--- config.mk ---
export PLATFORM = sky130hd
export DESIGN_NAME = free_slot_allocator_flat
export DESIGN_NICKNAME = d
export VERILOG_FILES = /design/src/rtl/free_slot_allocator_pkg.sv /design/src/rtl/free_slot_allocator_if.sv /design/src/rtl/free_slot_allocator_rd_wait.sv /design/src/rtl/free_slot_allocator.sv /design/src/flat_wrapper.sv
export SDC_FILE = /design/constraint.sdc
export NUM_CORES = 1
export LEC_CHECK = 0
export ABC_AREA = 1
export CAP_MARGIN = 20
export CORE_ASPECT_RATIO = 1.25
export CORE_MARGIN = 5
export CORE_UTILIZATION = 57
export DETAILED_ROUTE_END_ITERATION = 8
export DONT_BUFFER_PORTS = 1
export HOLD_SLACK_MARGIN = 0.12
export PLACE_DENSITY = 0.84
export SYNTH_ARGS = -nofsm -noshare
export SYNTH_HDL_FRONTEND = slang
export SYNTH_SLANG_ARGS = --single-unit
--- constraint.sdc ---
create_clock -name clock -period 1.81 [get_ports clock]
set_input_delay 0.362 -clock clock [delete_from_list [all_inputs] [get_ports clock]]
set_output_delay 0.362 -clock clock [all_outputs]
set_load 0.01 [all_outputs]
--- src/rtl/free_slot_allocator_pkg.sv ---
// Shared card-RAM definitions: card word field layout, the reserved-word pattern,
// and the state encodings used by the card-RAM FSMs.
package free_slot_allocator_pkg;

   localparam int CARD_USED_BIT = 31;
   localparam int CARD_SUIT_MSB = 21;
   localparam int CARD_SUIT_LSB = 20;
   localparam int CARD_VAL_MSB  = 19;
   localparam int CARD_VAL_LSB  = 16;
   localparam int CARD_NEXT_MSB = 9;
   localparam int CARD_NEXT_LSB = 0;

   localparam int          NULL_ADDR     = 0;
   localparam logic [31:0] RESERVED_WORD = 32'h8000_0000;

   // Slot allocator states
   typedef enum logic [2:0] {
      ALLOC_IDLE,
      ALLOC_ISSUE,
      ALLOC_WAIT_RD,
      ALLOC_CHECK,
      ALLOC_CLAIM,
      ALLOC_CLAIM_END,
      ALLOC_DONE,
      ALLOC_FAILED
   } alloc_state_t;

   // Card store stage states (downstream of the allocator)
   typedef enum logic [1:0] {
      STORE_IDLE,
      STORE_WRITE,
      STORE_LINK,
      STORE_DONE
   } store_state_t;

   function automatic logic card_is_free(input logic [31:0] word);
      return ~word[CARD_USED_BIT];
   endfunction

endpackage

--- src/rtl/free_slot_allocator_if.sv ---
// Request handshake between the card store stage (master) and the slot allocator (slave).
interface free_slot_allocator_if #(
   parameter int ADDR_W = 10
);
   logic              enable;
   logic              addr_found;
   logic              alloc_failed;
   logic [ADDR_W-1:0] out_address;

   modport master (
      output enable,
      input  addr_found,
      input  alloc_failed,
      input  out_address
   );

   modport slave (
      input  enable,
      output addr_found,
      output alloc_failed,
      output out_address
   );
endinterface

--- src/rtl/free_slot_allocator_rd_wait.sv ---
// rd_wait_counter: after a start pulse, raises done on the latency-th following cycle,
// covering the read latency of the card RAM.
module rd_wait_counter #(
   parameter int CNT_W = 2
) (
   input  logic             clock,
   input  logic             reset,
   input  logic             start,
   input  logic [CNT_W-1:0] latency,
   output logic             done
);

   logic [CNT_W-1:0] cnt;
   logic             busy;

   always_ff @(posedge clock or posedge reset) begin
      if (reset) begin
         cnt  <= '0;
         busy <= 1'b0;
      end else if (start) begin
         busy <= 1'b1;
         cnt  <= latency - CNT_W'(1);
      end else if (busy) begin
         if (cnt == '0)
            busy <= 1'b0;
         else
            cnt <= cnt - CNT_W'(1);
      end
   end

   assign done = busy && (cnt == '0);

endmodule

--- src/rtl/free_slot_allocator.sv ---
// Next-fit allocator of free card words: probes the card RAM from a rotating pointer,
// marks the first free word in use and returns its address. Address 0 is never handed out.
module free_slot_allocator
   import free_slot_allocator_pkg::*;
#(
   parameter int ADDR_W     = 10,
   parameter int DATA_W     = 32,
   parameter int RD_LATENCY = 1
) (
   input  logic                 clock,
   input  logic                 reset,
   free_slot_allocator_if.slave req,
   output logic [ADDR_W-1:0]    ram_address,
   output logic                 ram_clock,
   output logic [DATA_W-1:0]    ram_data,
   output logic                 ram_wren,
   input  logic [DATA_W-1:0]    ram_q
);

   localparam logic [ADDR_W-1:0] FIRST_ADDR = ADDR_W'(1);
   localparam logic [ADDR_W-1:0] LAST_ADDR  = '1;
   localparam logic [DATA_W-1:0] CLAIM_WORD = DATA_W'(RESERVED_WORD);
   localparam logic [1:0]        RD_LAT     = 2'(RD_LATENCY);

   // Pointer increment that skips the list-null address on wrap
   function automatic logic [ADDR_W-1:0] wrap_inc(input logic [ADDR_W-1:0] ptr);
      return (ptr == LAST_ADDR) ? FIRST_ADDR : ptr + FIRST_ADDR;
   endfunction

   alloc_state_t      state;
   logic [ADDR_W-1:0] next_ptr;
   logic [ADDR_W-1:0] probe_ptr;
   logic [ADDR_W-1:0] probe_cnt;
   logic              addr_found_r;
   logic              alloc_failed_r;
   logic [ADDR_W-1:0] out_address_r;
   logic              rd_done;

   rd_wait_counter #(
      .CNT_W (2)
   ) u_rd_wait (
      .clock   (clock),
      .reset   (reset),
      .start   (state == ALLOC_ISSUE),
      .latency (RD_LAT),
      .done    (rd_done)
   );

   always_ff @(posedge clock or posedge reset) begin
      if (reset) begin
         state          <= ALLOC_IDLE;
         next_ptr       <= FIRST_ADDR;
         probe_ptr      <= FIRST_ADDR;
         probe_cnt      <= '0;
         addr_found_r   <= 1'b0;
         alloc_failed_r <= 1'b0;
         out_address_r  <= '0;
         ram_address    <= '0;
         ram_data       <= '0;
         ram_wren       <= 1'b0;
      end else begin
         case (state)
            ALLOC_IDLE: begin
               if (req.enable) begin
                  probe_ptr <= next_ptr;
                  probe_cnt <= '0;
                  state     <= ALLOC_ISSUE;
               end
            end

            ALLOC_ISSUE: begin
               ram_address <= probe_ptr;
               state       <= ALLOC_WAIT_RD;
            end

            ALLOC_WAIT_RD: begin
               if (rd_done)
                  state <= ALLOC_CHECK;
            end

            // A probe sequence of DEPTH-1 used words means every real address is taken
            ALLOC_CHECK: begin
               if (card_is_free(ram_q[31:0])) begin
                  ram_data <= CLAIM_WORD;
                  ram_wren <= 1'b1;
                  state    <= ALLOC_CLAIM;
               end else if (probe_cnt + FIRST_ADDR == LAST_ADDR) begin
                  probe_cnt      <= probe_cnt + FIRST_ADDR;
                  alloc_failed_r <= 1'b1;
                  out_address_r  <= '0;
                  state          <= ALLOC_FAILED;
               end else begin
                  probe_cnt <= probe_cnt + FIRST_ADDR;
                  probe_ptr <= wrap_inc(probe_ptr);
                  state     <= ALLOC_ISSUE;
               end
            end

            ALLOC_CLAIM: begin
               ram_wren <= 1'b0;
               state    <= ALLOC_CLAIM_END;
            end

            ALLOC_CLAIM_END: begin
               out_address_r <= probe_ptr;
               next_ptr      <= wrap_inc(probe_ptr);
               addr_found_r  <= 1'b1;
               state         <= ALLOC_DONE;
            end

            // Holding here until enable drops forces a low cycle between requests
            ALLOC_DONE: begin
               if (!req.enable) begin
                  addr_found_r  <= 1'b0;
                  out_address_r <= '0;
                  state         <= ALLOC_IDLE;
               end
            end

            ALLOC_FAILED: begin
               if (!req.enable) begin
                  alloc_failed_r <= 1'b0;
                  state          <= ALLOC_IDLE;
               end
            end

            default: state <= ALLOC_IDLE;
         endcase
      end
   end

   assign req.addr_found   = addr_found_r;
   assign req.alloc_failed = alloc_failed_r;
   assign req.out_address  = out_address_r;
   assign ram_clock        = clock;

endmodule

--- src/flat_wrapper.sv ---
// flat-port wrapper written by rule: the top's interface ports become plain ports
module free_slot_allocator_flat import free_slot_allocator_pkg::*;
#(
   parameter int ADDR_W     = 10,
   parameter int DATA_W     = 32,
   parameter int RD_LATENCY = 1
)
  (clock, reset, ram_address, ram_clock, ram_data, ram_wren, ram_q, req_enable, req_addr_found, req_alloc_failed, req_out_address);
  free_slot_allocator_if #(.ADDR_W(ADDR_W)) req_i ();
  input  logic clock;
  input  logic reset;
  output logic [ADDR_W-1:0] ram_address;
  output logic ram_clock;
  output logic [DATA_W-1:0] ram_data;
  output logic ram_wren;
  input  logic [DATA_W-1:0] ram_q;
  input wire logic [$bits(req_i.enable)-1:0] req_enable;
  output wire logic [$bits(req_i.addr_found)-1:0] req_addr_found;
  output wire logic [$bits(req_i.alloc_failed)-1:0] req_alloc_failed;
  output wire logic [$bits(req_i.out_address)-1:0] req_out_address;
  assign req_i.enable = req_enable;
  assign req_addr_found = req_i.addr_found;
  assign req_alloc_failed = req_i.alloc_failed;
  assign req_out_address = req_i.out_address;
  free_slot_allocator #(.ADDR_W(ADDR_W), .DATA_W(DATA_W), .RD_LATENCY(RD_LATENCY)) u_core (.clock(clock), .reset(reset), .req(req_i), .ram_address(ram_address), .ram_clock(ram_clock), .ram_data(ram_data), .ram_wren(ram_wren), .ram_q(ram_q));
endmodule
==> run metrics <==
count of final max-slew check failures 0; CTS H-tree depth 3; Worst R2R Setup Slack -120 ps; cell taking the most area after synthesis dfrtp_1; height of the chip approximately 95 um; Layout Area Growth over Synthesis 19.1%; core area between 0.005 and 0.006 mm^2; Worst Reg-to-Reg Cells 12; number of DRC violations after detailed routing 0; post-CTS clock slew at the launch and capture registers of the worst setup and hold paths 60 ps; Critical Path Sink Type flip-flop; setup repair after global routing missed its margin yes; most frequent CP cell nand2_2; Worst Hold Path Cells 4; post-synth design cell area roughly 0.0033 mm^2; most frequent cells in the layout 120 x nand2_1, 55 x dfrtp_1, 41 x inv_1; MaxCap Viol Count 0; synthesized flop and latch total 60; Async S/R FF share, synth 100%; antenna diode instance count 0; startpoint of the most critical setup path u_core.probe_cnt[0]; number of antenna violations at the first check in global routing 0; period utilization 106%; placed cell area around 0.0034 mm^2; worst endpoint required time 2050 ps; complex-gate fraction of the synthesized area 6.91%; worst supply voltage drop on vdd between 700 and 800 uV; number of setup violations in the final report 22; vias per std cell about 5.6; final weighted congestion of routability-driven global placement between 0.8 and 0.9; iteration-0 DRC count of the detailed router 279; share of cell area taken by muxes after synthesis 0%; final global-route overflow total 0; start of the worst register-to-register path u_core.probe_cnt[0]; worst-case clock buffer depth 2; CP max FO 5; routed wire length between 8000 and 9000 um; proportion of netlist area held by the largest area contributor between 40% and 50%; count of different cell masters after synthesis 32; share of synthesized area occupied by flip-flops and latches between 40 and 50%; min-delay worst type in -> reg; violations in the final reports negative setup slack; area share of and/or/nand/nor cells after synthesis between 20 and 30%; number of buffers inserted by port buffering 0; start-to-end type of the worst setup path reg -> reg; horizontal die dimension 77.8 um; via count between 2000 and 3000; Layout Cell Area excl Fill roughly 0.0039 mm^2; cell at the slowest stage of the critical path dfrtp_1; arrival time of data at the critical path endpoint 2170 ps; Layout Cells excl Fill 517; router iterations before antenna repair 5; arithmetic-cell share of the synthesized area counting full adders, half adders and majority gates ~1.5%; destination of the worst register-to-register timing path u_core.req.out_address[9]; Net count, final between 400 and 500; number of warning messages in the yosys log 0; dpl hpwl approximately 5000 um; synthesized netlist cell count a little over 400; top area cells in the synthesized netlist dfrtp_1 44%, nand2_1 16%, buf_4 7.6%; total placed cells including tap cells 488; layout cells sized above 1 22.7%; pre-CTS setup slack -99.6 ps; post-route antenna net violation count 0; peak clock frequency supported by timing 519 MHz; total global routing track utilization a little over a fifth; Clock Skews about 7.3 ps; critical path startpoint category flip-flop; count of flip-flops with a built-in enable after synthesis 0; highest cell delay on the worst timing path around 410 ps; post-layout worst setup margin -117 ps; Skew-Pair Late Insertion Delay around 350 ps; Placement Rows 30; first-pass GRT wire length around 12000 um; outcome finished with violations; XOR/XNOR Fraction of Synth Area under 10%; vias in the first global route about 2700; pin count of the biggest net entering global routing about 60; dominant combinational cell family by area after synthesis simple AND/OR/NAND/NOR gates; count of final hold-check violations 0; CTS tree done; number of top-level pins 91; worst-path cell chain ha_4, nand2_2, nor2_4, nand2_1, nand2_1, nand3_2, nor2_4, nand2_4, nand2_8, nand3_4, nand2_2, nand2_2; commonest non-fill, non-tap cell in the layout nand2_1; Hold Crit Start req_enable; Post-Syn Area per Cell approximately 8 um^2; sinks on the clock net 60; terminating pin of the worst hold path u_core.req.addr_found; die area 0.00737 mm^2; minimum clock period after layout just under 2000 ps; static leakage around 1.9 nW; number of CTS-inserted buffers 9; most frequently used flop master after synthesis dfrtp_1; final routed wire length divided by cell count roughly 16 um; root buffer selected by CTS clkbuf_8; starting density of the core roughly three fifths; power density over the cells between 1000 and 1500 mW/mm^2
-- layout make-up --
type                    instances  area (um^2)
fillers                       381         1620
inverters                      43          169
multi-input cells             300         1620
repair buffers                 34          310
clock buffers                  12          145
well taps                      64         80.1
clock inverters                 4         72.6
flip-flops and latches         60         1510
-- flip-flops by register name, summed over array words and instances (netlist names), 2 cells and up --
name and cells:
u_core.req.out_address 10, u_core.probe_ptr 10, u_core.next_ptr 10, u_core.u_rd_wait.cnt 2, u_core.probe_cnt 10, u_core.state 3, u_core.ram_address 10
-- kinds of logic after synthesis --
logic type / after synthesis
buffers and inverters: 86
xor gates and xnor gates: 7
and+or+nand+nor: 214
other: 1
DFF: 60
adders and majority gates: 4
AOI/OAI and AO/OA: 41
-- metal layers --
| layer | wire length, um | track usage [%] |
|---|---|---|
| met4 | 448 | 12.8 |
| met1 | 3150 | 25.0 |
| met2 | 4020 | 34.3 |
| met5 | 0 | 0 |
| met3 | 683 | 6.11 |
-- synth_stat cells, drive strengths merged (2+ instances only) --
master / number
xor2: 6
dfrtp: 58
buf: 38
inv: 43
nand2: 145
o21ai: 32
nor3: 7
o22ai: 2
clkbuf: 5
a31oi: 2
dfstp: 2
nor2: 20
a21oi: 2
nand3: 36
ha: 4
nand4: 4
-- power breakdown --
part / internal (mW) / total (mW) / leakage (nW) / switching (mW)
clock: 0.811 / 1.35 / 0.107 / 0.539
sequential: 1.60 / 1.87 / 0.802 / 0.269
combinational: 0.762 / 2.10 / 1.03 / 1.34
total: 3.17 / 5.32 / 1.93 / 2.15
-- what timing repair did --
item	in CTS	in global routing
hold endpoints to repair	58	0
resized for setup	6	38
hold buffers	1	0
cloned	0	3
pin swaps	1	22
endpoints found under the setup margin	20	26
setup buffers	0	9
-- how the worst max path moves through the flow --
stage	end	slack [ps]
2_1_floorplan	u_core.probe_ptr[1]	50
3_3_place_gp	u_core.req.out_address[8]	-40
3_5_place_dp	u_core.req.out_address[0]	-100
4_1_cts	u_core.req.out_address[0]	-9
5_1_grt	u_core.probe_ptr[9]	-190
6_report	u_core.req.out_address[9]	-120
-- worst max-delay path: cells and delay by family (launching register included) --
| kind | cells | cell delay [ps] |
|---|---|---|
| AND/OR/NAND/NOR | 11 | 1240 |
| flip-flops | 1 | 410 |
| adder cells (fa/ha/maj) | 1 | 180 |
-- per-stage QoR --
step,total power [mW],util [%],hold slack (ps),TNS (ps)
finish,5.32,70.7,264,-1560
global route,5.61,70.7,312,-3540
CTS,4.89,66.0,259,-12.4
detailed placement,3.46,61.1,344,-1080
global placement,3.39,61.1,340,-394
floorplan,3.03,-,449,0
Note: power is estimated with default switching activity, not from simulation.
